## src/rtl/mul4_pkg.sv

```systemverilog
// Shared constants and FSM encoding for the 4x4 shift-add multiplier sequencer.
// Combinational only, no latency. No handshake, so no backpressure.
package mul4_pkg;

  localparam int MUL4_ITER  = 4;
  localparam int MUL4_W     = 4;
  localparam int MUL4_CNT_W = $clog2(MUL4_ITER);

  // Count value at which the current iteration is the final one.
  localparam logic [MUL4_CNT_W-1:0] MUL4_CNT_LAST = MUL4_CNT_W'(MUL4_ITER - 1);

  typedef enum logic [1:0] {
    IDLE = 2'd0,
    RUN  = 2'd1,
    DONE = 2'd2
  } state_t;

endpackage

```

## src/rtl/four_bit_adder.sv

```systemverilog
// Unsigned 4-bit ripple adder with carry-out; the multiplier's shared datapath.
// Purely combinational, zero cycles. No handshake, so no backpressure.
module four_bit_adder (
  input  logic [3:0] a_i,
  input  logic [3:0] b_i,
  output logic [3:0] S_o,
  output logic       C_o
);

  assign {C_o, S_o} = {1'b0, a_i} + {1'b0, b_i};

endmodule

```

## src/rtl/mul4_seq.sv

```systemverilog
// Sequential 4x4 unsigned shift-add multiplier driving one shared four_bit_adder.
// Accept edge to done_o is 4 cycles. start_i is dropped, not queued, while busy_o is high.
module mul4_seq
  import mul4_pkg::*;
(
  input  logic                  clk_i,
  input  logic                  rst_i,
  input  logic                  start_i,
  input  logic [MUL4_W-1:0]     A_i,
  input  logic [MUL4_W-1:0]     B_i,
  output logic                  busy_o,
  output logic                  done_o,
  output logic [2*MUL4_W-1:0]   P_o
);

  state_t state, state_nxt;

  logic [MUL4_W-1:0]     m;
  logic [MUL4_W-1:0]     acc;
  logic [MUL4_W-1:0]     q;
  logic [MUL4_CNT_W-1:0] cnt;

  logic [MUL4_W-1:0]     sum;
  logic                  carry;
  logic [2*MUL4_W-1:0]   shifted;
  logic                  load;
  logic                  step;
  logic                  last;

  four_bit_adder u_add (
    .a_i (acc),
    .b_i (m),
    .S_o (sum),
    .C_o (carry)
  );

  // Carry-out becomes the new MSB; when q[0] is clear the adder result is unused.
  assign shifted = q[0] ? {carry, sum, q[MUL4_W-1:1]}
                        : {1'b0, acc, q[MUL4_W-1:1]};

  always_ff @(posedge clk_i or posedge rst_i) begin
    if (rst_i) state <= IDLE;
    else       state <= state_nxt;
  end

  always_comb begin
    state_nxt = state;
    load      = 1'b0;
    step      = 1'b0;
    last      = 1'b0;
    case (state)
      IDLE: begin
        if (start_i) begin
          state_nxt = RUN;
          load      = 1'b1;
        end
      end
      RUN: begin
        step = 1'b1;
        if (cnt == MUL4_CNT_LAST) begin
          last      = 1'b1;
          state_nxt = DONE;
        end
      end
      DONE: begin
        if (start_i) begin
          state_nxt = RUN;
          load      = 1'b1;
        end else begin
          state_nxt = IDLE;
        end
      end
      default: state_nxt = IDLE;
    endcase
  end

  always_ff @(posedge clk_i or posedge rst_i) begin
    if (rst_i) begin
      m   <= '0;
      acc <= '0;
      q   <= '0;
      cnt <= '0;
      P_o <= '0;
    end else if (load) begin
      m   <= A_i;
      q   <= B_i;
      acc <= '0;
      cnt <= '0;
    end else if (step) begin
      {acc, q} <= shifted;
      cnt      <= cnt + 1'b1;
      if (last) P_o <= shifted;
    end
  end

  assign busy_o = (state == RUN);
  assign done_o = (state == DONE);

endmodule

```

## config.mk

```make
export PLATFORM = sky130hd
export DESIGN_NAME = mul4_seq
export DESIGN_NICKNAME = d
export VERILOG_FILES = /design/src/rtl/mul4_pkg.sv /design/src/rtl/four_bit_adder.sv /design/src/rtl/mul4_seq.sv
export SDC_FILE = /design/constraint.sdc
export NUM_CORES = 1
export LEC_CHECK = 0
export ABC_CLOCK_PERIOD_IN_PS = 2900
export CAP_MARGIN = 20
export CORE_MARGIN = 2
export CORE_UTILIZATION = 54
export DETAILED_ROUTE_END_ITERATION = 10
export GPL_TIMING_DRIVEN = 0
export PLACE_DENSITY = 0.89
export SLEW_MARGIN = 10
export SYNTH_ARGS = -nofsm -noshare
export SYNTH_HDL_FRONTEND = slang
export SYNTH_HIERARCHICAL = 1
export SYNTH_SLANG_ARGS = --single-unit
```

## constraint.sdc

```tcl
create_clock -name clk_i -period 2.9 [get_ports clk_i]
set_input_delay 0.29 -clock clk_i [delete_from_list [all_inputs] [get_ports clk_i]]
set_output_delay 0.29 -clock clk_i [all_outputs]
set_load 0.05 [all_outputs]
```

# Word level (Yosys, flattened, before mapping)
# Cells that the tools add are included.
classes:
  n_reduce_logical: 5
  add_sub_neg: 2
  bitwise: 1
  n_eq_ne: 5
  n_mux: 16
op_table:
  columns: ["cell", "n"]
  rows:
  - ["$mux W4", 4]
  - ["$mux W2", 4]
  - ["$mux W8", 1]
  - ["$mux W1", 6]
  - ["$pmux W2 S3", 1]
  - ["$add A4 B4 Y5", 1]
  - ["$eq A2 B2 Y1 const B", 2]
  - ["$reduce_and A3 Y1", 1]
  - ["$add A2 B1 Y2 const B", 1]
  - ["$eq A2 B1 Y1 const B", 1]
  - ["$logic_not A2 Y1", 1]
  - ["$ne A2 B1 Y1 const B", 1]
  - ["$ne A2 B2 Y1 const B", 1]
  - ["$reduce_and A2 Y1", 1]
  - ["$reduce_bool A2 Y1", 1]
  - ["$reduce_or A2 Y1", 1]
  - ["$not A1 Y1", 1]
word_totals:
  in_bits: 11
  word_cells: 35
  output_inout_bits: 10
  ff_bits: 24

# Longest topological paths before layout
# Gate-level depths: netlist (run 1).
depth:
  ltp_word: 5
  mapped_depth: 8
  mapped_depth_nobuf: 8

# Cells and area by module
# The synthesis (run 1) kept the hierarchy.
by_module_without_submodules:
  columns: ["mod", "cells_per_inst", "seq_area_each_um2", "instances", "area_per_inst_um2"]
  rows:
  - ["mul4_seq", 74, 600.6, 1, 1006.0]
  - ["four_bit_adder", 16, 0.0, 1, 136.4]

# Worst setup path after synthesis (run 1)
# Ideal clock, no wire load.
synth_path:
  kind: "reg-to-reg"
  startpoint: "reg acc[0]"
  endpoint: "reg P_o[7]"
  synth_period_minus_slack_ps: 1443
  arrival_time_ps: 1361
  setup_ps: 83
  stages_incl_launch_ff: 9
  path_buffers: 0
  slack_ps: 1457
  t_required_ps: 2817
  path_cell_list: "dfrtp_1 > ha_1 > inv_1 > fa_1 > nor2b_1 > o21ai_0 > nand2b_1 > nand2_1 > o21ai_0"
synth_via:
  elab_chain_len: 2
synth_rtl:
  columns: ["element", "line", "text"]
  rows:
  - ["from (decl)", "mul4_seq.sv:19", "logic [MUL4_W-1:0] acc;"]
  - ["from (signal assigned)", "mul4_seq.sv:90", "{acc, q} <= shifted;"]
  - ["$add A4 B4 Y5", "four_bit_adder.sv:10", "assign {C_o, S_o} = {1'b0, a_i} + {1'b0, b_i};"]
  - ["via carry", "mul4_seq.sv:24", "logic carry;"]
  - ["$mux W8", "mul4_seq.sv:38", "assign shifted = q[0] ? {carry, sum, q[MUL4_W-1:1]}"]
  - ["to (signal assigned)", "mul4_seq.sv:92", "if (last) P_o <= shifted;"]
  - ["to (decl)", "mul4_seq.sv:13", "output logic [2*MUL4_W-1:0] P_o"]
# The timed path passes the listed nets, and every way through them passes these cells.
# A chain may end at the register's enable or synchronous reset.

# Worst setup path in the final report (run 1)
layout_path:
  startpoint: "reg state[1]"
  endpoint: "out busy_o"
layout_via:
  elab_chain_len: 1
layout_rtl:
  columns: ["element", "line", "text"]
  rows:
  - ["from (decl)", "mul4_seq.sv:16", "state_t state, state_nxt;"]
  - ["from (signal assigned)", "mul4_seq.sv:43", "else state <= state_nxt;"]
  - ["$eq A2 B1 Y1", "mul4_seq.sv:96", "assign busy_o = (state == RUN);"]
  - ["to (decl)", "mul4_seq.sv:11", "output logic busy_o,"]
# No other way between the ends.

==> results of run 1 <==
==> final cells by class <==
| class | count | area, µm² |
|---|---|---|
| inverters | 7 | 33.8 |
| flip-flops and latches | 24 | 601 |
| fillers | 136 | 569 |
| plain buffers | 4 | 32.5 |
| repair buffers | 20 | 200 |
| well taps | 27 | 33.8 |
| clock buffers | 4 | 36.3 |
| multi-input cells | 55 | 475 |
==> synth_stat cells (all sizes together) <==
cell,count
nand3b,1
a21oi,1
and2b,1
a22o,4
nand2b,2
mux2,8
o2bb2ai,4
nor2b,2
a221o,1
buf,4
inv,7
nand2,6
xnor2,2
nor2,2
fa,1
mux2i,4
o21ai,6
o21bai,1
a21o,4
ha,5
dfrtp,24
==> cell families after synthesis <==
family | after synthesis
AOI/OAI and AO/OA | 21
xor gates and xnor gates | 2
adders and majority gates | 6
buffers and inverters | 11
DFF | 24
muxes | 12
and+or+nand+nor | 14
==> worst max-delay path: stages (launching register included) <==
cell	delay, ns
dfrtp_1	0.40
nand2b_1	0.16
buf_6	0.15
inv_8	0.08
clkdlybuf4s50_1	0.80
==> sequential cells by signal, indices dropped and copies added (netlist names) <==
name / flops
m: 4
P_o: 8
acc: 4
q: 4
state: 2
cnt: 2
==> through the flow <==
step,std cells,util,power [mW],instance area [µm²]
floorplan,90,-,1.34,1140
global placement,137,0.694,1.56,1380
detailed placement,137,0.694,1.61,1380
CTS,141,0.713,1.79,1410
global route,141,0.713,1.89,1410
finish,141,0.713,1.77,1410
==> power breakdown <==
group | internal, mW | leakage [nW] | switching [mW]
logic | 0.439 | 0.346 | 0.578
registers | 0.489 | 0.299 | 0.0954
clock network | 0.0767 | 0.0210 | 0.0962
total | 1.00 | 0.666 | 0.769
==> worst paths after layout <==
path                       cells after the start                 end  slack, ns
max                                            4              busy_o       0.72
min                                            2  acc[2]$_DFFE_PP0P_       0.45
max reg2reg                                    8  P_o[7]$_DFFE_PP0P_       1.25
min reg2reg                                    2  P_o[5]$_DFFE_PP0P_       0.50
max in group asynchronous                      2    q[2]$_DFFE_PP0P_       1.92
min in group clk_i                             2  P_o[5]$_DFFE_PP0P_       0.50
==> routing by layer <==
metal	track usage	routed length, µm	vias up	part of all wire
met1	0.265	896	390	0.45
li1	-	-	360	-
met3	0.0273	44	4	0.022
met2	0.307	1040	12	0.52
met5	0	0	-	0
met4	0.0880	27	0	0.013
==> flow_metrics.py, run 1 <==
metrics = {
    "final_layout": {
        "most-common-layout-cells": "24 x dfrtp_1, 20 x clkdlybuf4s50_1, 8 x mux2_2",
        "final_nets": 132,
        "syn_to_final_growth_pct": 23.7,
        "layout_commonest_cell": "dfrtp_1",
        "diodes": 0,
        "layout-drive-gt1-share": 0.184,
    },
    "logic_synthesis": {
        "synth_top_area_frac": 0.526,
        "syn_area_um2": 1140,
        "yosysWarnings": 6,
        "synth_cell_types": 25,
        "synth-adder-area-share": 0.0723,
        "synth_fp_nets": 107,
        "muxShareOfSynthArea": 0.114,
        "synth_compound_area_frac": 0.138,
        "syn_inst": 90,
        "yosysSeqAreaShare": 0.526,
        "yosys-top-cells-area": "dfrtp_1 53%, mux2_2 7.9%, ha_1 5.5%",
        "synth_top_family_by_area": "compound AO/OA/AOI/OAI gates",
        "synth-seq-cells": 24,
        "syn_avg_cell_area_um2": 12.7,
        "synth_top_cell_by_area": "dfrtp_1",
        "synth_xor_area_frac": 0.0153,
        "synth-simple-area-share": 0.0767,
    },
    "die": {
        "std_cell_rows": 16,
        "die_area_um2": 2500,
        "die_h_um": 50.0,
        "initial_core_util": 0.576,
        "die_x_um": 50.0,
        "core-area_um2": 1980,
        "ios": 21,
    },
    "timing": {
        "worst_slew_pin_slew_ns": 0.875,
        "drv_slew": 0,
        "setup_viol": 0,
        "slew_headroom": 0.416,
        "setup-tns-final_ns": 0,
        "fin_hold_ws_ns": 0.446,
        "fin_ws_ns": 0.718,
        "fmax_mhz": 458,
        "post-route-period-util": 0.752,
        "clock_skew_ns": 0.00680,
        "finalHoldViolCount": 0,
        "rsz0062_at_grt": "no",
        "layout_min_cycle_time_ns": 2.18,
    },
    "critical_path": {
        "r2r-start": "acc[0]$_DFFE_PP0P_",
        "crit_start": "state[1]$_DFFE_PP0P_",
        "worstSetupStartpointType": "flip-flop",
        "arrival_ns": 1.89,
        "crit_fanout": 7,
        "endpoint_kind": "output pin",
        "worstPathRequired_ns": 2.61,
        "worst-setup-path-type": "reg2out",
    },
    "routing": {
        "drtIter0Drc": 5,
        "via_count": 766,
        "first_pass_iters": 2,
        "drc": 0,
        "ant_nets": 0,
        "viasPerCell": 5.43,
        "drt_wl_total_um": 2000,
        "avgRoutedWirePerCell_um": 14.2,
    },
    "power_and_ir_drop": {
        "total_leakage_power_nw": 0.666,
        "p_per_area_nw_per_um2": 1260,
        "vdd_ir_drop_max_mv": 0.800,
    },
    "clock_network": {
        "clk_path_buf_depth": 2,
        "insertion_delay_ns": 0.31,
        "cts_setup_buffers": 0,
        "cts_root_buf": "clkbuf_4",
        "cts_max_level": 1,
        "cts_hold_buffers": 0,
        "cts.sinks": 24,
        "cts_buffers": 3,
        "cts_resized": 0,
        "clkTransAtPathRegs_ns": 0.13,
        "cts_tree": "yes",
    },
    "place": {
        "place_hpwl_um": 1510,
        "numPortBuffers": 20,
        "place_ws_ns": 1.06,
        "gp_congestion": 0.766,
    },
    "global_route": {
        "grt_pass1_vias": 800,
        "track_usage": 0.195,
        "grt_pass1_wl_um": 3640,
        "grt_max_degree": 25,
        "grt_overflow": 0,
        "antenna_found_initial": 0,
    },
    "run": {
        "drv_cap": 0,
    },
    "hold_path": {
        "min_path_type": "in2async",
    },
    "run_status": {
        "status": "finished clean",
    },
}
Note: power is estimated with default switching activity, not from simulation.
==> inputs of run 2 (changes only) <==
- ABC_CLOCK_PERIOD_IN_PS: 2900 -> 2190
- CORE_UTILIZATION: 54 -> 50
- PLACE_DENSITY: 0.89 -> 0.84
- clock period: 2.9 -> 2.19 ns (I/O delays scaled with it)
==> flow_metrics.py, run 2 (same netlist as run 1, synthesis figures left out) <==
metrics = {
    "die": {
        "std_cell_rows": 17,
        "core-area_um2": 2190,
        "die_area_um2": 2680,
        "die_h_um": 51.8,
        "initial_core_util": 0.521,
        "die_x_um": 51.8,
        "ios": 21,
    },
    "final_layout": {
        "most-common-layout-cells": "24 x dfrtp_1, 19 x clkdlybuf4s50_1, 8 x mux2_2",
        "layout_commonest_cell": "dfrtp_1",
        "diodes": 0,
        "largest_reg_flops": 8,
        "final_nets": 132,
        "syn_to_final_growth_pct": 24.0,
        "layout-drive-gt1-share": 0.184,
        "regMostFlops": "P_o",
        "utilization": 0.646,
    },
    "place": {
        "numPortBuffers": 20,
        "gp_congestion": 0.732,
        "place_hpwl_um": 1420,
    },
    "clock_network": {
        "cts_root_buf": "clkbuf_4",
        "cts_max_level": 1,
        "insertion_delay_ns": 0.31,
        "cts_tree": "yes",
        "cts_setup_buffers": 0,
        "cts_resized": 0,
        "cts.sinks": 24,
        "clkTransAtPathRegs_ns": 0.13,
        "cts_hold_buffers": 0,
        "clk_path_buf_depth": 2,
        "cts_buffers": 3,
    },
    "critical_path": {
        "arrival_ns": 1.73,
        "r2r-start": "acc[0]$_DFFE_PP0P_",
        "worstPathRequired_ns": 1.97,
        "cpPeakStageDelay_ns": 0.78,
        "crit_path_cell_trace": "and2b_2 > clkdlybuf4s50_1",
        "crit_fanout": 4,
        "worstSetupStartpointType": "flip-flop",
        "reg2regPathDepth": 6,
        "worst-setup-path-type": "reg2out",
        "reg2reg_to": "P_o[5]$_DFFE_PP0P_",
        "reg2reg_slack_ns": 0.57,
        "critPathSlowestCell": "clkdlybuf4s50_1",
        "endpoint_kind": "output pin",
    },
    "timing": {
        "layout_min_cycle_time_ns": 1.95,
        "setup-tns-final_ns": 0,
        "worst_slew_pin_slew_ns": 0.895,
        "slew_headroom": 0.403,
        "clock_skew_ns": 0.00809,
        "fmax_mhz": 514,
        "rsz0062_at_grt": "no",
        "post-route-period-util": 0.889,
        "finalHoldViolCount": 0,
        "setup_viol": 0,
        "drv_slew": 0,
    },
    "global_route": {
        "grt-busiest-layer": "met2",
        "grt_overflow": 0,
        "grt_max_degree": 25,
        "antenna_found_initial": 0,
        "grt_use_met3": 0.0172,
        "use_met1": 0.214,
        "track_usage": 0.169,
        "grt_pass1_wl_um": 3330,
        "grt_pass1_vias": 774,
        "use_met2": 0.282,
    },
    "power_and_ir_drop": {
        "p_per_area_nw_per_um2": 1640,
        "vdd_ir_drop_max_mv": 0.897,
        "total_leakage_power_nw": 0.675,
    },
    "routing": {
        "first_pass_iters": 4,
        "drtIter0Drc": 5,
        "ant_nets": 0,
        "drt_wl_total_um": 1890,
        "via_count": 754,
        "viasPerCell": 5.31,
        "drc": 0,
        "avgRoutedWirePerCell_um": 13.3,
    },
    "hold_path": {
        "min_path_type": "in2async",
    },
    "run_status": {
        "status": "finished clean",
    },
    "run": {
        "drv_cap": 0,
    },
}
run 2: cell count changes in the layout (fill, tap and decap cells not counted):
| cell | delta |
|---|---|
| clkdlybuf4s50_1 | -1 |
| dlymetal6s2s_1 | +1 |
run 2: report_power, final:
part	switching (mW)	internal, mW	leakage (nW)	total (mW)
registers	0.123	0.647	0.299	0.770
clock network	0.129	0.102	0.0210	0.231
logic	0.746	0.578	0.355	1.32
total	0.998	1.33	0.675	2.32
run 2: area by class of cell:
cell class,instances,area [µm²]
plain buffers,4,32.5
flip-flops and latches,24,601
clock buffers,4,36.3
well taps,28,35.0
repair buffers,20,203
inverters,7,33.8
fillers,177,774
multi-input cells,55,475
run 2: stage by stage:
step | setup slack (ns) | hold WS (ns) | instance area, µm² | total power, mW | cells
global route | 0.189 | 0.460 | 1420 | 2.50 | 142
global placement | 0.437 | 0.460 | 1380 | 2.07 | 138
floorplan | 0.747 | 0.234 | 1140 | 1.77 | 90
finish | 0.243 | 0.387 | 1420 | 2.32 | 142
CTS | 0.0497 | 0.409 | 1410 | 2.35 | 142
detailed placement | 0.430 | 0.471 | 1380 | 2.12 | 138
run 2: worst max path at each step:
stage | to | start | slack (ns) | cells after the start
3_5_place_dp | busy_o | state[1]$_DFFE_PP0P_ | 0.43 | 4
2_1_floorplan | P_o[7]$_DFFE_PP0P_ | acc[0]$_DFFE_PP0P_ | 0.75 | 8
4_1_cts | busy_o | state[1]$_DFFE_PP0P_ | 0.05 | 4
5_1_grt | done_o | state[0]$_DFFE_PP0P_ | 0.19 | 2
3_3_place_gp | busy_o | state[1]$_DFFE_PP0P_ | 0.44 | 4
6_report | done_o | state[0]$_DFFE_PP0P_ | 0.24 | 2
run 2: routing by layer:
layer	routed length [µm]	up-vias
li1	-	366
met1	899	368
met2	888	16
met3	58	4
met4	40	0
met5	0	-
run 2: critical path, delay by kind of cell (launching register included):
| kind | cells | cell delay [ns] |
|---|---|---|
| and+or+nand+nor | 1 | 0.21 |
| buffers and inverters | 1 | 0.78 |
| DFF | 1 | 0.42 |
==> inputs of run 3 (changes only) <==
- REMOVE_ABC_BUFFERS: unset -> 1
- SKIP_LAST_GASP: unset -> 1
==> flow_metrics.py, run 3 (same netlist as run 1, synthesis figures left out) <==
metrics = {
    "critical_path": {
        "cpPeakStageDelay_ns": 0.53,
        "reg2reg_to": "P_o[7]$_DFFE_PP0P_",
        "reg2reg_slack_ns": 0.51,
        "r2r-start": "acc[0]$_DFFE_PP0P_",
        "crit_start": "state[1]$_DFFE_PP0P_",
        "crit_path_cell_trace": "nand2b_1 > inv_8 > dlygate4sd2_1",
        "worstSetupStartpointType": "flip-flop",
        "worst-setup-path-type": "reg2out",
        "arrival_ns": 1.74,
        "endpoint_kind": "output pin",
        "crit_fanout": 7,
        "reg2regPathDepth": 8,
        "critPathSlowestCell": "dlygate4sd2_1",
        "worstPathRequired_ns": 1.97,
    },
    "final_layout": {
        "diodes": 0,
        "most-common-layout-cells": "24 x dfrtp_1, 19 x clkdlybuf4s50_1, 8 x mux2_2",
        "instances_no_fill": 139,
        "layout-drive-gt1-share": 0.162,
        "ff_latch_area_um2": 601,
        "syn_to_final_growth_pct": 21.5,
        "layout_commonest_cell": "dfrtp_1",
        "final_nets": 129,
        "stdcell_area_um2": 1390,
        "fill_cells": 170,
        "regMostFlops": "P_o",
        "largest_reg_flops": 8,
        "multi_input_area_um2": 475,
    },
    "run": {
        "drv_cap": 0,
    },
    "timing": {
        "worst_slew_pin_slew_ns": 0.874,
        "rsz0062_at_grt": "no",
        "layout_min_cycle_time_ns": 1.96,
        "slew_headroom": 0.417,
        "post-route-period-util": 0.895,
        "fmax_mhz": 510,
        "setup_viol": 0,
        "drv_slew": 0,
        "setup-tns-final_ns": 0,
        "clock_skew_ns": 0.00475,
        "finalHoldViolCount": 0,
    },
    "clock_network": {
        "cts_max_level": 1,
        "clkTransAtPathRegs_ns": 0.13,
        "cts_setup_buffers": 0,
        "clk_path_buf_depth": 2,
        "cts_tree": "yes",
        "cts_root_buf": "clkbuf_4",
        "cts.sinks": 24,
        "cts_buffers": 3,
        "insertion_delay_ns": 0.31,
    },
    "global_route": {
        "grt_max_degree": 25,
        "track_usage": 0.172,
        "grt_overflow": 0,
        "grt_pass1_vias": 802,
        "antenna_found_initial": 0,
        "grt_pass1_wl_um": 3400,
    },
    "hold_path": {
        "min_path_type": "in2async",
    },
    "routing": {
        "drt_wl_total_um": 1910,
        "ant_nets": 0,
        "drtIter0Drc": 5,
        "first_pass_iters": 2,
        "avgRoutedWirePerCell_um": 13.8,
        "viasPerCell": 5.31,
        "via_count": 738,
        "drc": 0,
    },
    "die": {
        "die_x_um": 51.8,
        "die_area_um2": 2680,
        "core-area_um2": 2190,
        "std_cell_rows": 17,
        "initial_core_util": 0.521,
        "ios": 21,
        "die_h_um": 51.8,
    },
    "place": {
        "place_inst": 134,
        "numPortBuffers": 20,
        "place_hpwl_um": 1440,
        "dpl_cell_area_um2": 1350,
        "gp_congestion": 0.755,
    },
    "power_and_ir_drop": {
        "vdd_ir_drop_max_mv": 0.748,
        "p_per_area_nw_per_um2": 1640,
        "total_leakage_power_nw": 0.654,
    },
    "run_status": {
        "status": "finished clean",
    },
}
## run 3: cell types whose count changed in the layout (fill, tap and decap cells not counted), sizes merged
cell	change
buf	-3
dlymetal6s2s	-1
dlygate4sd2	+1
## run 3: timing repair
item	CTS	global route
hold buffers	0	0
resized for setup	1	0
setup endpoints to repair	1	0
## run 3: worst max path at each step
stage                            end  slack, ns  cells after the start
global route                  busy_o       0.11                      3
CTS                           busy_o       0.21                      3
floorplan           m[0]$_DFFE_PP0P_       0.67                      2
detailed placement  m[3]$_DFFE_PP0P_       0.10                      3
global placement    m[3]$_DFFE_PP0P_       0.11                      3
finish                        busy_o       0.23                      3
## run 3: through the flow
| stage | utilization | hold slack [ns] | setup slack [ns] | total power, mW |
|---|---|---|---|---|
| floorplan | - | 0.234 | 0.667 | 1.72 |
| global placement | 0.614 | 0.460 | 0.112 | 2.01 |
| detailed placement | 0.614 | 0.483 | 0.101 | 2.07 |
| CTS | 0.630 | 0.406 | 0.212 | 2.29 |
| global route | 0.633 | 0.452 | 0.111 | 2.46 |
| finish | 0.633 | 0.373 | 0.230 | 2.27 |
## run 3: worst max-delay path: cells and delay by family (launching register included)
family	cells	cell delay (ns)
buffers and inverters	2	0.70
AND/OR/NAND/NOR	1	0.32
flip-flops	1	0.40
## run 3: cell type report
| type | instances | share of cell area |
|---|---|---|
| Sequential cell | 24 | 0.433 |
| Multi-Input combinational cell | 55 | 0.343 |
| Timing Repair Buffer | 21 | 0.149 |
| Clock buffer | 4 | 0.0261 |
| Tap cell | 28 | 0.0252 |
| Inverter | 7 | 0.0243 |
## run 3: metal layers
metal,global-route usage,vias up,part of all wire
met1,0.219,369,0.45
met3,0.00862,4,0.016
met5,0,-,0
met4,0.0921,0,0.013
met2,0.293,11,0.52
li1,-,354,-
## run 3: where the power goes
part | internal, mW | switching [mW] | leakage [nW] | total [mW]
clock | 0.102 | 0.129 | 0.0210 | 0.231
combinational | 0.535 | 0.718 | 0.333 | 1.25
sequential | 0.647 | 0.143 | 0.299 | 0.790
